===== config.mk =====
export PLATFORM = sky130hd
export DESIGN_NAME = bin2bcd_seq
export DESIGN_NICKNAME = d
export VERILOG_FILES = /design/src/rtl/bin2bcd_seq_pkg.sv /design/src/rtl/bin2bcd_seq_add3.sv /design/src/rtl/bin2bcd_seq.sv
export SDC_FILE = /design/constraint.sdc
export NUM_CORES = 1
export LEC_CHECK = 0
export ABC_AREA = 1
export ABC_CLOCK_PERIOD_IN_PS = 2800
export CAP_MARGIN = 40
export CORE_UTILIZATION = 50
export DETAILED_ROUTE_END_ITERATION = 10
export MAX_ROUTING_LAYER = met4
export PLACE_DENSITY = 0.83
export SLEW_MARGIN = 40
export SYNTH_ARGS = -nofsm -noshare
export SYNTH_HDL_FRONTEND = slang
export SYNTH_SLANG_ARGS = --single-unit

===== constraint.sdc =====
create_clock -name clk -period 2.8 [get_ports clk]
set_clock_uncertainty 0.15 [all_clocks]
set_input_delay 0.56 -clock clk [delete_from_list [all_inputs] [get_ports clk]]
set_output_delay 0.56 -clock clk [all_outputs]
set_load 0.01 [all_outputs]

===== src/rtl/bin2bcd_seq_pkg.sv =====
// Shared widths and FSM encoding for the sequential binary-to-BCD converter.
package bin2bcd_seq_pkg;

  localparam int BIN_W    = 16;
  localparam int N_DIGITS = 5;
  localparam int DIGIT_W  = 4;
  localparam int BCD_W    = N_DIGITS * DIGIT_W;
  localparam int CNT_W    = 4;

  typedef enum logic {
    ST_IDLE = 1'b0,
    ST_OP   = 1'b1
  } state_e;

endpackage


===== src/rtl/bin2bcd_seq_add3.sv =====
// Double-dabble digit correction: add 3 to a BCD nibble whose value exceeds 4.
module bcd_add3
  import bin2bcd_seq_pkg::*;
(
  input  logic [DIGIT_W-1:0] din,
  output logic [DIGIT_W-1:0] dout
);

  always_comb begin
    dout = din;
    if (din > DIGIT_W'(4)) dout = din + DIGIT_W'(3);
  end

endmodule


===== src/rtl/bin2bcd_seq.sv =====
// Sequential 16-bit binary to 5-digit BCD converter, one bit per clock, MSB first.
//
//   state   | meaning
//   --------+--------------------------------------------------------
//   ST_IDLE | ready=1, waiting for start; digit outputs hold result
//   ST_OP   | shifting one bit per edge; result written on 16th shift
module bin2bcd_seq
  import bin2bcd_seq_pkg::*;
(
  input  logic               clk,
  input  logic               rst,
  input  logic               start,
  input  logic [BIN_W-1:0]   bin,
  output logic               ready,
  output logic               done,
  output logic [DIGIT_W-1:0] ten_thousands,
  output logic [DIGIT_W-1:0] thousands,
  output logic [DIGIT_W-1:0] hundreds,
  output logic [DIGIT_W-1:0] tens,
  output logic [DIGIT_W-1:0] units
);

  localparam logic [CNT_W-1:0] CNT_LAST = CNT_W'(BIN_W - 1);

  state_e             state_q,  state_d;
  logic [BIN_W-1:0]   shift_q,  shift_d;
  logic [BCD_W-1:0]   bcd_q,    bcd_d;
  logic [CNT_W-1:0]   cnt_q,    cnt_d;
  logic [BCD_W-1:0]   digits_q, digits_d;
  logic               done_q,   done_d;

  logic [BCD_W-1:0]       bcd_adj;
  logic [BCD_W+BIN_W-1:0] shifted;
  logic                   unused_msb;

  for (genvar g = 0; g < N_DIGITS; g++) begin : g_add3
    bcd_add3 u_add3 (
      .din  (bcd_q[g*DIGIT_W +: DIGIT_W]),
      .dout (bcd_adj[g*DIGIT_W +: DIGIT_W])
    );
  end

  // The 10^4 digit never exceeds 3 before the final shift, so its top bit is always zero.
  assign shifted    = {bcd_adj[BCD_W-2:0], shift_q, 1'b0};
  assign unused_msb = bcd_adj[BCD_W-1];

  always_ff @(posedge clk or posedge rst) begin
    if (rst) begin
      state_q  <= ST_IDLE;
      shift_q  <= '0;
      bcd_q    <= '0;
      cnt_q    <= '0;
      digits_q <= '0;
      done_q   <= 1'b0;
    end else begin
      state_q  <= state_d;
      shift_q  <= shift_d;
      bcd_q    <= bcd_d;
      cnt_q    <= cnt_d;
      digits_q <= digits_d;
      done_q   <= done_d;
    end
  end

  always_comb begin
    state_d  = state_q;
    shift_d  = shift_q;
    bcd_d    = bcd_q;
    cnt_d    = cnt_q;
    digits_d = digits_q;
    done_d   = 1'b0;
    unique case (state_q)
      ST_IDLE: begin
        if (start) begin
          shift_d = bin;
          bcd_d   = '0;
          cnt_d   = '0;
          state_d = ST_OP;
        end
      end
      ST_OP: begin
        bcd_d   = shifted[BIN_W +: BCD_W];
        shift_d = shifted[BIN_W-1:0];
        cnt_d   = cnt_q + CNT_W'(1);
        if (cnt_q == CNT_LAST) begin
          digits_d = shifted[BIN_W +: BCD_W];
          done_d   = 1'b1;
          state_d  = ST_IDLE;
        end
      end
      default: state_d = ST_IDLE;
    endcase
  end

  always_comb begin
    ready = (state_q == ST_IDLE);
    done  = done_q;
  end

  assign ten_thousands = digits_q[4*DIGIT_W +: DIGIT_W];
  assign thousands     = digits_q[3*DIGIT_W +: DIGIT_W];
  assign hundreds      = digits_q[2*DIGIT_W +: DIGIT_W];
  assign tens          = digits_q[1*DIGIT_W +: DIGIT_W];
  assign units         = digits_q[0*DIGIT_W +: DIGIT_W];

endmodule


==> results of run 1 <==
per-layer routing:
layer | vias to the layer above | routed length [µm] | track usage
met5 | - | 0 | -
met4 | 0 | 168 | 0.1327
met3 | 20 | 228 | 0.04800
met2 | 69 | 2845 | 0.3342
met1 | 1170 | 2794 | 0.2721
li1 | 1296 | - | -
critical path, delay by kind of cell (launching register included):
kind	cells	cell delay, ns
buf+inv	2	0.67
flops	1	0.38
power groups by stage:
stage	clock network (µW)	logic [µW]	registers, µW
floorplan	0	1270	1570
global placement	0	1780	1560
finish	723	1880	1560
detailed placement	0	1870	1570
CTS	741	1890	1560
global route	789	2150	1600
cell type report:
cell class | instances | area share
Inverter | 34 | 0.03494
Tap cell | 72 | 0.02467
Timing Repair Buffer | 44 | 0.1213
Clock buffer | 12 | 0.04522
Multi-Input combinational cell | 276 | 0.3436
Sequential cell | 62 | 0.4248
Clock inverter | 4 | 0.005481
cell families (layout without fill, tap and decap cells):
kind of cell,count (synthesis),after routing,synth area share
and+or+nand+nor,256,256,0.3505
DFF,62,62,0.5137
buffers and inverters,47,94,0.07166
adders and majority gates,11,11,0.04557
AOI/OAI and AO/OA,8,8,0.01574
xor gates and xnor gates,1,1,0.002900
state kept, by name (all words and copies together) (netlist names):
name / cells
bcd_q: 20
cnt_q: 4
digits_q: 20
done: 1
shift_q: 16
state_q: 1
through the flow:
step                      std cells    util  instance area (µm²)
final                           504  0.6435                 3652
after CTS                       504  0.6435                 3652
after floorplan                 385       -                 3020
after global routing            504  0.6435                 3652
after detailed placement        488  0.6109                 3467
after global placement          488  0.6109                 3467
worst max path at each step:
stage / from / endpoint / slack (ns) / depth (start not counted)
floorplan: rst / bcd_q[0] / 0.55 / 1
global placement: start / shift_q[14] / 0.90 / 5
detailed placement: state_q / digits_q[13] / 0.87 / 6
CTS: state_q / ready / 0.69 / 2
global route: state_q / ready / 0.64 / 2
finish: state_q / ready / 0.70 / 2
cell usage in the layout (no fill, tap or decap), types with 4 or more instances in the layout:
| cell type | synthesis | layout |
|---|---|---|
| nand2_1 | 184 | 184 |
| inv_1 | 34 | 33 |
| clkinv_2 | 0 | 4 |
| nand4_1 | 7 | 7 |
| o21ai_0 | 6 | 6 |
| nor2_1 | 6 | 5 |
| clkdlybuf4s50_1 | 0 | 40 |
| nand3_1 | 58 | 58 |
| clkbuf_8 | 0 | 12 |
| dfrtp_1 | 62 | 62 |
| ha_1 | 11 | 11 |
==> impl_metrics.tcl, run 1 <==
set metrics [dict create \
    run_status "complete, no violations" \
    sequential_power_share 0.375 \
    worst_path_max_delay_cell "clkdlybuf4s50_1" \
    number_of_clock_buffers_inserted_by_tritoncts 9 \
    root_buffer "clkbuf_8" \
    setup_total_negative_slack_ns 0 \
    worst_r2r_path_depth 6 \
    fin_total_pwr_uw 4156 \
    layout-drive-gt1-share 0.05324 \
    cts_repair_resize_count 0 \
    starting_density 0.5322 \
    syn_to_final_growth_pct 20.92 \
    detail_route.vias_per_cell 5.069 \
    clock.fmax_mhz 476.7 \
    dominant_cell_by_count_in_the_synthesized_netlist "nand2_1" \
    tritoncts "done" \
    die_h_um 79.72 \
    grt_overflow_total 0 \
    tightest_slew_ns 0.6524 \
    io_buffers 40 \
    antenna_violating_nets_post_route 0 \
    timing.rr.end "digits_q[13]" \
    sequential_standard_cell_area_um2 1551 \
    timing.critical_path.arrival_ns 1.39 \
    cell_internal_pwr_uw 2454 \
    floorplan.die.width_um 79.72 \
    groute.usage.overall 0.2213 \
    ctsHoldBuffers 0 \
    worst-setup-path-type "reg2out" \
    power_density_over_the_cells_nw_per_um2 1138 \
    hold-path-endpoint "digits_q[0]" \
    rows 27 \
    multi_input_comb_area_um2 1255 \
    switchingPower_uw 1702 \
    h_tree_lvl_count 3 \
    grt_max_degree 41 \
    synth.top_cells.by_area "dfrtp_1, nand2_1, nand3_1, ha_1, inv_1" \
    synth_top_cell_area_share 0.5137 \
    core-area_um2 5675 \
    cp_slowest_stage_delay_ns 0.55 \
    worst_path_required_time_ns 2.09 \
    timing.slew.headroom 0.5646 \
    grt_pass1_vias 2399 \
    synth.yosys.seq_area_share 0.5137 \
    filler_cell_count 495 \
    setup.worst_path.end_class "primary output" \
    timing.final.crit_share 0.7492 \
    hold_ws_ns 0.3254 \
    timing.reg2reg.setup_slack_ns 0.85 \
    yosys_register_bits 62 \
    yosys.area.top_type "dfrtp_1" \
    timing_hold_violations_final 0 \
    switching_share 0.4096 \
    hold_path_depth 2 \
    num-nets-final 457 \
    power.ir.vdd_worst_uv 497.1 \
    max_cap_violations 0 \
    synth.cell_area_um2 3020 \
    worst_hold_startpoint "digits_q[0]" \
    post-dp-hpwl_mm 4.018 \
    wl_per_cell_um 11.98 \
    rr_startpoint "state_q" \
    cellLeakagePower_uw 0.001937 \
    async_reset_ff_frac 1.000 \
    crit_path_cell_trace "inv_1 > clkdlybuf4s50_1" \
    cts_sinks 62 \
    cts.repair_timing.setup_buffer_count 0 \
    design.die.area_um2 6355 \
    first_iter_violations 120 \
    num_io_pins 41 \
    grt_antenna_before_repair 0 \
    power_frac_clock 0.174 \
    synth_edf_count 0 \
    cts.clk_slew.worst_paths_ns 0.07 \
    detailedRoute.firstPassIterationCount 4 \
    worst-path-max-fanout 4 \
    grt_setup_unrepaired "false" \
    drv_slew 0 \
    path_category_of_the_worst_min_delay_check "reg2reg" \
    num_antenna_cells 0 \
    synth_top_cells_by_count "nand2_1, dfrtp_1, nand3_1, inv_1, ha_1" \
    synth.net_count 415 \
    clk_latency_ns 0.34 \
    finalSetupViolations 0 \
    detail_route.wirelength_mm 6.036 \
    cts-root-to-sink-buffers 2 \
    timing.critical_path.from_type "flop" \
    synthDistinctLibCells 14 \
    gp_congestion 0.8302 \
    yosysWarningCount 0 \
    remaining_design_rule_violation_count 0 \
    dominantRegCellSynth "dfrtp_1" \
    grt_pass1_wl_mm 10.36 \
    post_synth.cell_area_avg_um2 7.845 \
    detailroute.via_count 2555 \
    syn_inst 385 \
    post-route-min-period_ns 2.098 \
    final.setup.worst_slack_ns 0.7022 \
    combinationalPowerShare 0.451 \
    detailedPlace.worstSlack_ns 0.8735 \
]
Power figures use the tool's default switching activity.
==> inputs of run 2 (changes only) <==
Settings changed: ABC_CLOCK_PERIOD_IN_PS 2800 to 2200.
Clock period 2.8 ns to 2.2 ns, I/O delays scaled along.
==> run 2 against run 1 <==
Worst hold slack got worse by 0.0053 ns. Count of clock-buffer cells in the layout increased by 1. Sequential power increased by 27%. Cell count unchanged. Register-to-register slack got worse by 0.43 ns. Combinational power increased by 26%. Clock power increased by 47%. Setup slack got worse by 0.46 ns. Highest routed layer unchanged. Total power increased by 30%. Core utilization increased by 0.82 points. Largest power group unchanged. Wire length decreased by 4.2%.
==> impl_metrics.tcl, run 2 (synthesis results as in run 1) <==
set metrics [dict create \
    detail_route.vias_per_cell 5.111 \
    final.setup.worst_slack_ns 0.2394 \
    grt_setup_unrepaired "false" \
    setup_total_negative_slack_ns 0 \
    placed_area_um2 3480 \
    first_iter_violations 166 \
    cts.repair_timing.setup_buffer_count 0 \
    power_density_over_the_cells_nw_per_um2 1460 \
    antenna_violating_nets_post_route 0 \
    detailedRoute.firstPassIterationCount 4 \
    path_category_of_the_worst_min_delay_check "in2async" \
    rr_startpoint "state_q" \
    sequential_standard_cell_area_um2 1551 \
    clk_latency_ns 0.34 \
    cp_slowest_stage_delay_ns 0.55 \
    timing.slew.headroom 0.5635 \
    worst_path_max_delay_cell "clkdlybuf4s50_1" \
    rows 27 \
    worst-setup-path-type "reg2out" \
    core-area_um2 5675 \
    power.ir.vdd_worst_uv 705.8 \
    hold_ws_ns 0.3200 \
    tightest_slew_ns 0.6540 \
    cts_sinks 62 \
    multi_input_comb_area_um2 1255 \
    timing.critical_path.arrival_ns 1.37 \
    grt_pass1_wl_mm 10.31 \
    layout-drive-gt1-share 0.05324 \
    detailedPlace.worstSlack_ns 0.3960 \
    crit_family "buffers and inverters" \
    globalRouteMet2Util 0.3444 \
    cts.clk_slew.worst_paths_ns 0.06 \
    starting_density 0.5322 \
    drv_slew 0 \
    tritoncts "done" \
    io_buffers 40 \
    cts-root-to-sink-buffers 2 \
    h_tree_lvl_count 3 \
    run_status "complete, no violations" \
    detail_route.wirelength_mm 5.781 \
    timing_hold_violations_final 0 \
    filler_cell_count 487 \
    wl_per_cell_um 11.47 \
    most-common-layout-cells "nand2_1, dfrtp_1, nand3_1, clkdlybuf4s50_1, inv_1" \
    grt_pass1_vias 2426 \
    timing.rr.end "digits_q[11]" \
    finalSetupViolations 0 \
    num_antenna_cells 0 \
    grt_max_degree 63 \
    crit_path_cell_trace "inv_1 > clkdlybuf4s50_1" \
    root_buffer "clkbuf_8" \
    num-nets-final 457 \
    global_route.peak_usage_layer "met2" \
    die_h_um 79.72 \
    global_route.usage.met1 0.2600 \
    floorplan.die.width_um 79.72 \
    gp_congestion 0.8249 \
    design.die.area_um2 6355 \
    globalRouteMet3Util 0.04114 \
    setup.worst_path.end_class "primary output" \
    groute.usage.overall 0.2167 \
    remaining_design_rule_violation_count 0 \
    ctsHoldBuffers 0 \
    mostFrequentLayoutCell "nand2_1" \
    worst_path_required_time_ns 1.61 \
    num_io_pins 41 \
    clock.fmax_mhz 510.0 \
    timing.critical_path.from_type "flop" \
    detailroute.via_count 2576 \
    post-dp-hpwl_mm 3.820 \
    worst_r2r_path_depth 6 \
    postLayoutCellArea_um2 3699 \
    timing.final.crit_share 0.8912 \
    max_cap_violations 0 \
    timing.reg2reg.setup_slack_ns 0.42 \
    number_of_buffers_and_inverters_on_the_critical_path 2 \
    grt_overflow_total 0 \
    syn_to_final_growth_pct 22.45 \
    cellLeakagePower_uw 0.001954 \
    top_regs "bcd_q (20), digits_q (20), shift_q (16)" \
    post-route-min-period_ns 1.961 \
    cts_repair_resize_count 0 \
    final_core_utilization 0.6517 \
    grt_antenna_before_repair 0 \
    worst-path-max-fanout 4 \
    number_of_clock_buffers_inserted_by_tritoncts 9 \
]
run 2: changes by cell type in the layout (fill, tap and decap cells not counted), sizes merged:
cell / delta
bufinv: +1
clkinv: -2
clkbuf: +1
run 2: tightest hold or removal path: stages:
cell             delay [ns]
clkdlybuf4s50_1        0.41
inv_2                  0.07
buf_12                 0.28
run 2: cell type report:
type / count / area share
clock inverters: 3 / 0.01083
flip-flops and latches: 62 / 0.4195
multi-input cells: 276 / 0.3393
inverters: 34 / 0.03451
well taps: 72 / 0.02436
repair buffers: 44 / 0.1231
clock buffers: 13 / 0.04838
run 2: how the worst max path moves through the flow:
stage / from / endpoint / slack (ns) / depth (start not counted)
floorplan: rst / bcd_q[0] / 0.07 / 1
global placement: start / shift_q[0] / 0.42 / 4
detailed placement: start / shift_q[15] / 0.40 / 5
CTS: state_q / ready / 0.21 / 2
global route: state_q / ready / 0.15 / 2
finish: state_q / ready / 0.24 / 2
run 2: metal layers:
layer,wire (µm),vias up,share of wire
met4,121,0,0.021
li1,-,1302,-
met2,2760,68,0.48
met3,246,10,0.043
met5,0,-,0
met1,2653,1196,0.46
run 2: stage by stage:
step           total power, µW  cells
2_1_floorplan             3619    385
3_3_place_gp              4246    488
3_5_place_dp              4357    488
4_1_cts                   5446    504
5_1_grt                   5912    504
6_report                  5400    504
run 2: power by group:
group / total (µW) / internal [µW] / switching [µW]
clock network: 1060 / 643 / 416
registers: 1980 / 1650 / 327
logic: 2360 / 983 / 1380
==> inputs of run 3 (changes only) <==
Settings changed: GPL_ROUTABILITY_DRIVEN set to 0.
==> results of run 3 <==
Same layout as run 2: the final DEF is identical, and so are final timing and power.
==> RTL edit (flow settings as in run 1) <==
Make the reset (`rst`) synchronous in one clocked block.
--- a/src/rtl/bin2bcd_seq.sv
+++ b/src/rtl/bin2bcd_seq.sv
@@ -45,5 +45,5 @@
   assign unused_msb = bcd_adj[BCD_W-1];
 
-  always_ff @(posedge clk or posedge rst) begin
+  always_ff @(posedge clk) begin
     if (rst) begin
       state_q  <= ST_IDLE;
Behaviour: differs if rst is asserted again (counterexample within 4 cycles, from zero or initial values and one cycle with rst high); with rst held inactive, the same outputs for 10 cycles.
==> RTL edit against run 1 <==
- cell area decreased by 1.6%
- sequential cell count unchanged
- synthesized area is 3.6% lower
- setup slack improved by 0.087 ns
- highest routed layer unchanged
- wire length increased by 6.7%
- via count grew 11%
- critical path depth unchanged
Power is not compared: it rests on default switching activity, and its combinational part moved more than twofold at a synthesized area within 25%.
==> RTL edit: results (changes against run 1) <==
Logic synthesis
  • Yosys Warn Count: 0 (unchanged)
  • Post-Syn Nets: 469 (was 415)
  • Top_reg_cell synth: dfxtp_1 (was dfrtp_1)
  • Async SR Flop Fraction: 0 (was 1.00)
  • Unique masters post-synth: 19 (was 14)
  • Top cells by area, synth: dfxtp_1 (43%), nand2_1 (25%), nand3_1 (7.9%) (was dfrtp_1 (51%), nand2_1 (23%), nand3_1 (9.6%))
  • Post-synth EDFFs: 0 (unchanged)
  • Seq/Total Area, Yosys: 0.426 (was 0.514)
  • Synth top cells by count: nand2_1 (196), dfxtp_1 (62), inv_1 (52) (was nand2_1 (184), dfrtp_1 (62), nand3_1 (58))

Route
  • Routed length per instance: 11.5 um (was 12.0 um)
  • Vias post-DR: 2,831 (was 2,555)
  • DRT antenna net count: 0 (unchanged)
  • 1st-iter DRT viols: 185 (was 120)
  • DRC: 0 (unchanged)
  • Drt pass-1 iters: 4 (unchanged)

Placement
  • Pre-CTS WS: 0.558 ns (was 0.873 ns)
  • Hpwl dp: 4470 um (was 4020 um)
  • Port Buffers: 40 (unchanged)
  • GPL Wtd Cong: 0.825 (was 0.830)
  • Placed cell area: 3370 um^2 (was 3470 um^2)

Finish
  • # diodes: 0 (unchanged)
  • Filler cells: 525 (was 495)
  • Fin nets: 511 (was 457)
  • Layout cells sized above 1: 0.0576 (was 0.0532)
  • Biggest regs: bcd_q x20, digits_q x20, shift_q x16 (unchanged)

Global routing
  • GR Util All Layers: 0.240 (was 0.221)
  • Largest net degree at the start of global routing: 41 (unchanged)
  • First-pass GRT wire length: 11,200 um (was 10,400 um)
  • Initial antenna violation count: 0 (unchanged)
  • Number of global-route vias before repair: 2,646 (was 2,399)

CTS
  • Worst-path clk slew: 0.07 ns (about the same)
  • Root Driver: clkbuf_8 (unchanged)
  • CTS buffer count: 9 (unchanged)
  • Post_cts resized: 0 (unchanged)
  • Maximum clock insertion buffer count: 2 (unchanged)
  • Worst skew pair latency: 0.34 ns (about the same)
  • CTS HTree Levels: 3 (unchanged)
  • Post-CTS Repair Setup Buffers: 0 (unchanged)

Worst setup path
  • Arrival time worst endpoint: 1.30 ns (was 1.39 ns)
  • CP max stage cell: clkdlybuf4s50_1 (unchanged)
  • Peak fanout along the critical path: 3 (was 4)
  • Crit path largest cell delay: 0.55 ns (about the same)
  • CP top delay family: buffers and inverters (unchanged)

Power
  • Max VDD drop: 0.340 mV
  • Leakage: approximately 1.7 nW

Worst hold path
  • HP Class: reg -> reg (unchanged)

Status
  • Status: complete, no violations (unchanged)

STA
  • Worst relative slew slack: 0.708 (was 0.565)
RTL edit: cell count changes in the layout (fill, tap and decap cells not counted), moves of 10 or more:
| cell | before | now |
|---|---|---|
| dfrtp_1 | 62 | 0 |
| a21oi_1 | 0 | 25 |
| dfxtp_1 | 0 | 62 |
| nand2_1 | 184 | 196 |
| o21ai_1 | 0 | 10 |
| nand3_1 | 58 | 46 |
| inv_1 | 33 | 52 |
RTL edit: worst paths after layout:
path | start | end | slack, ns | cells after the start
hold reg to reg | digits_q[14]$_SDFFE_PP0P_ | digits_q[14]$_SDFFE_PP0P_ | 0.31 | 2
hold / removal | digits_q[14]$_SDFFE_PP0P_ | digits_q[14]$_SDFFE_PP0P_ | 0.31 | 2
setup / recovery | state_q$_SDFF_PP0_ | ready | 0.79 | 2
setup reg to reg | cnt_q[0]$_SDFFE_PP0P_ | digits_q[16]$_SDFFE_PP0P_ | 1.06 | 7
RTL edit: final cells by class:
cell class | count | area [um^2] | area share
flip-flops and latches | 62 | 1240 | 0.346
repair buffers | 47 | 453 | 0.126
clock inverters | 3 | 40.0 | 0.0111
well taps | 72 | 90.1 | 0.0251
clock buffers | 13 | 179 | 0.0498
inverters | 55 | 206 | 0.0575
multi-input cells | 306 | 1380 | 0.385
RTL edit: metrics by stage:
stage / instances / utilization
finish: 558 / 0.644
global route: 558 / 0.644
CTS: 558 / 0.644
detailed placement: 542 / 0.605
global placement: 542 / 0.605
floorplan: 439 / -
RTL edit: worst reg2reg max path, stage by stage (launching register included):
cell and delay, ns:
dfxtp_1 0.34, ha_1 0.22, nand3_1 0.13, nor2_4 0.06, nor2_1 0.33, buf_4 0.28
nand2_1 0.08, o21ai_1 0.08
RTL edit: layer usage:
metal | vias to the layer above | wire (um) | GRT usage
met5 | - | 0 | -
met4 | 0 | 121 | 0.0981
met3 | 16 | 381 | 0.0756
met2 | 98 | 3190 | 0.392
met1 | 1269 | 2750 | 0.271
li1 | 1448 | - | -
RTL edit: power breakdown:
part           switching [mW]  internal (mW)
registers             0.00973          0.899
logic                  0.0709         0.0506
clock network           0.337          0.505
RTL edit: kinds of logic after synthesis:
group	after synthesis	share of synthesized area
DFF	62	0.426
and+or+nand+nor	252	0.350
AOI/OAI and AO/OA	43	0.0765
adders and majority gates	11	0.0473
buffers and inverters	71	0.0997
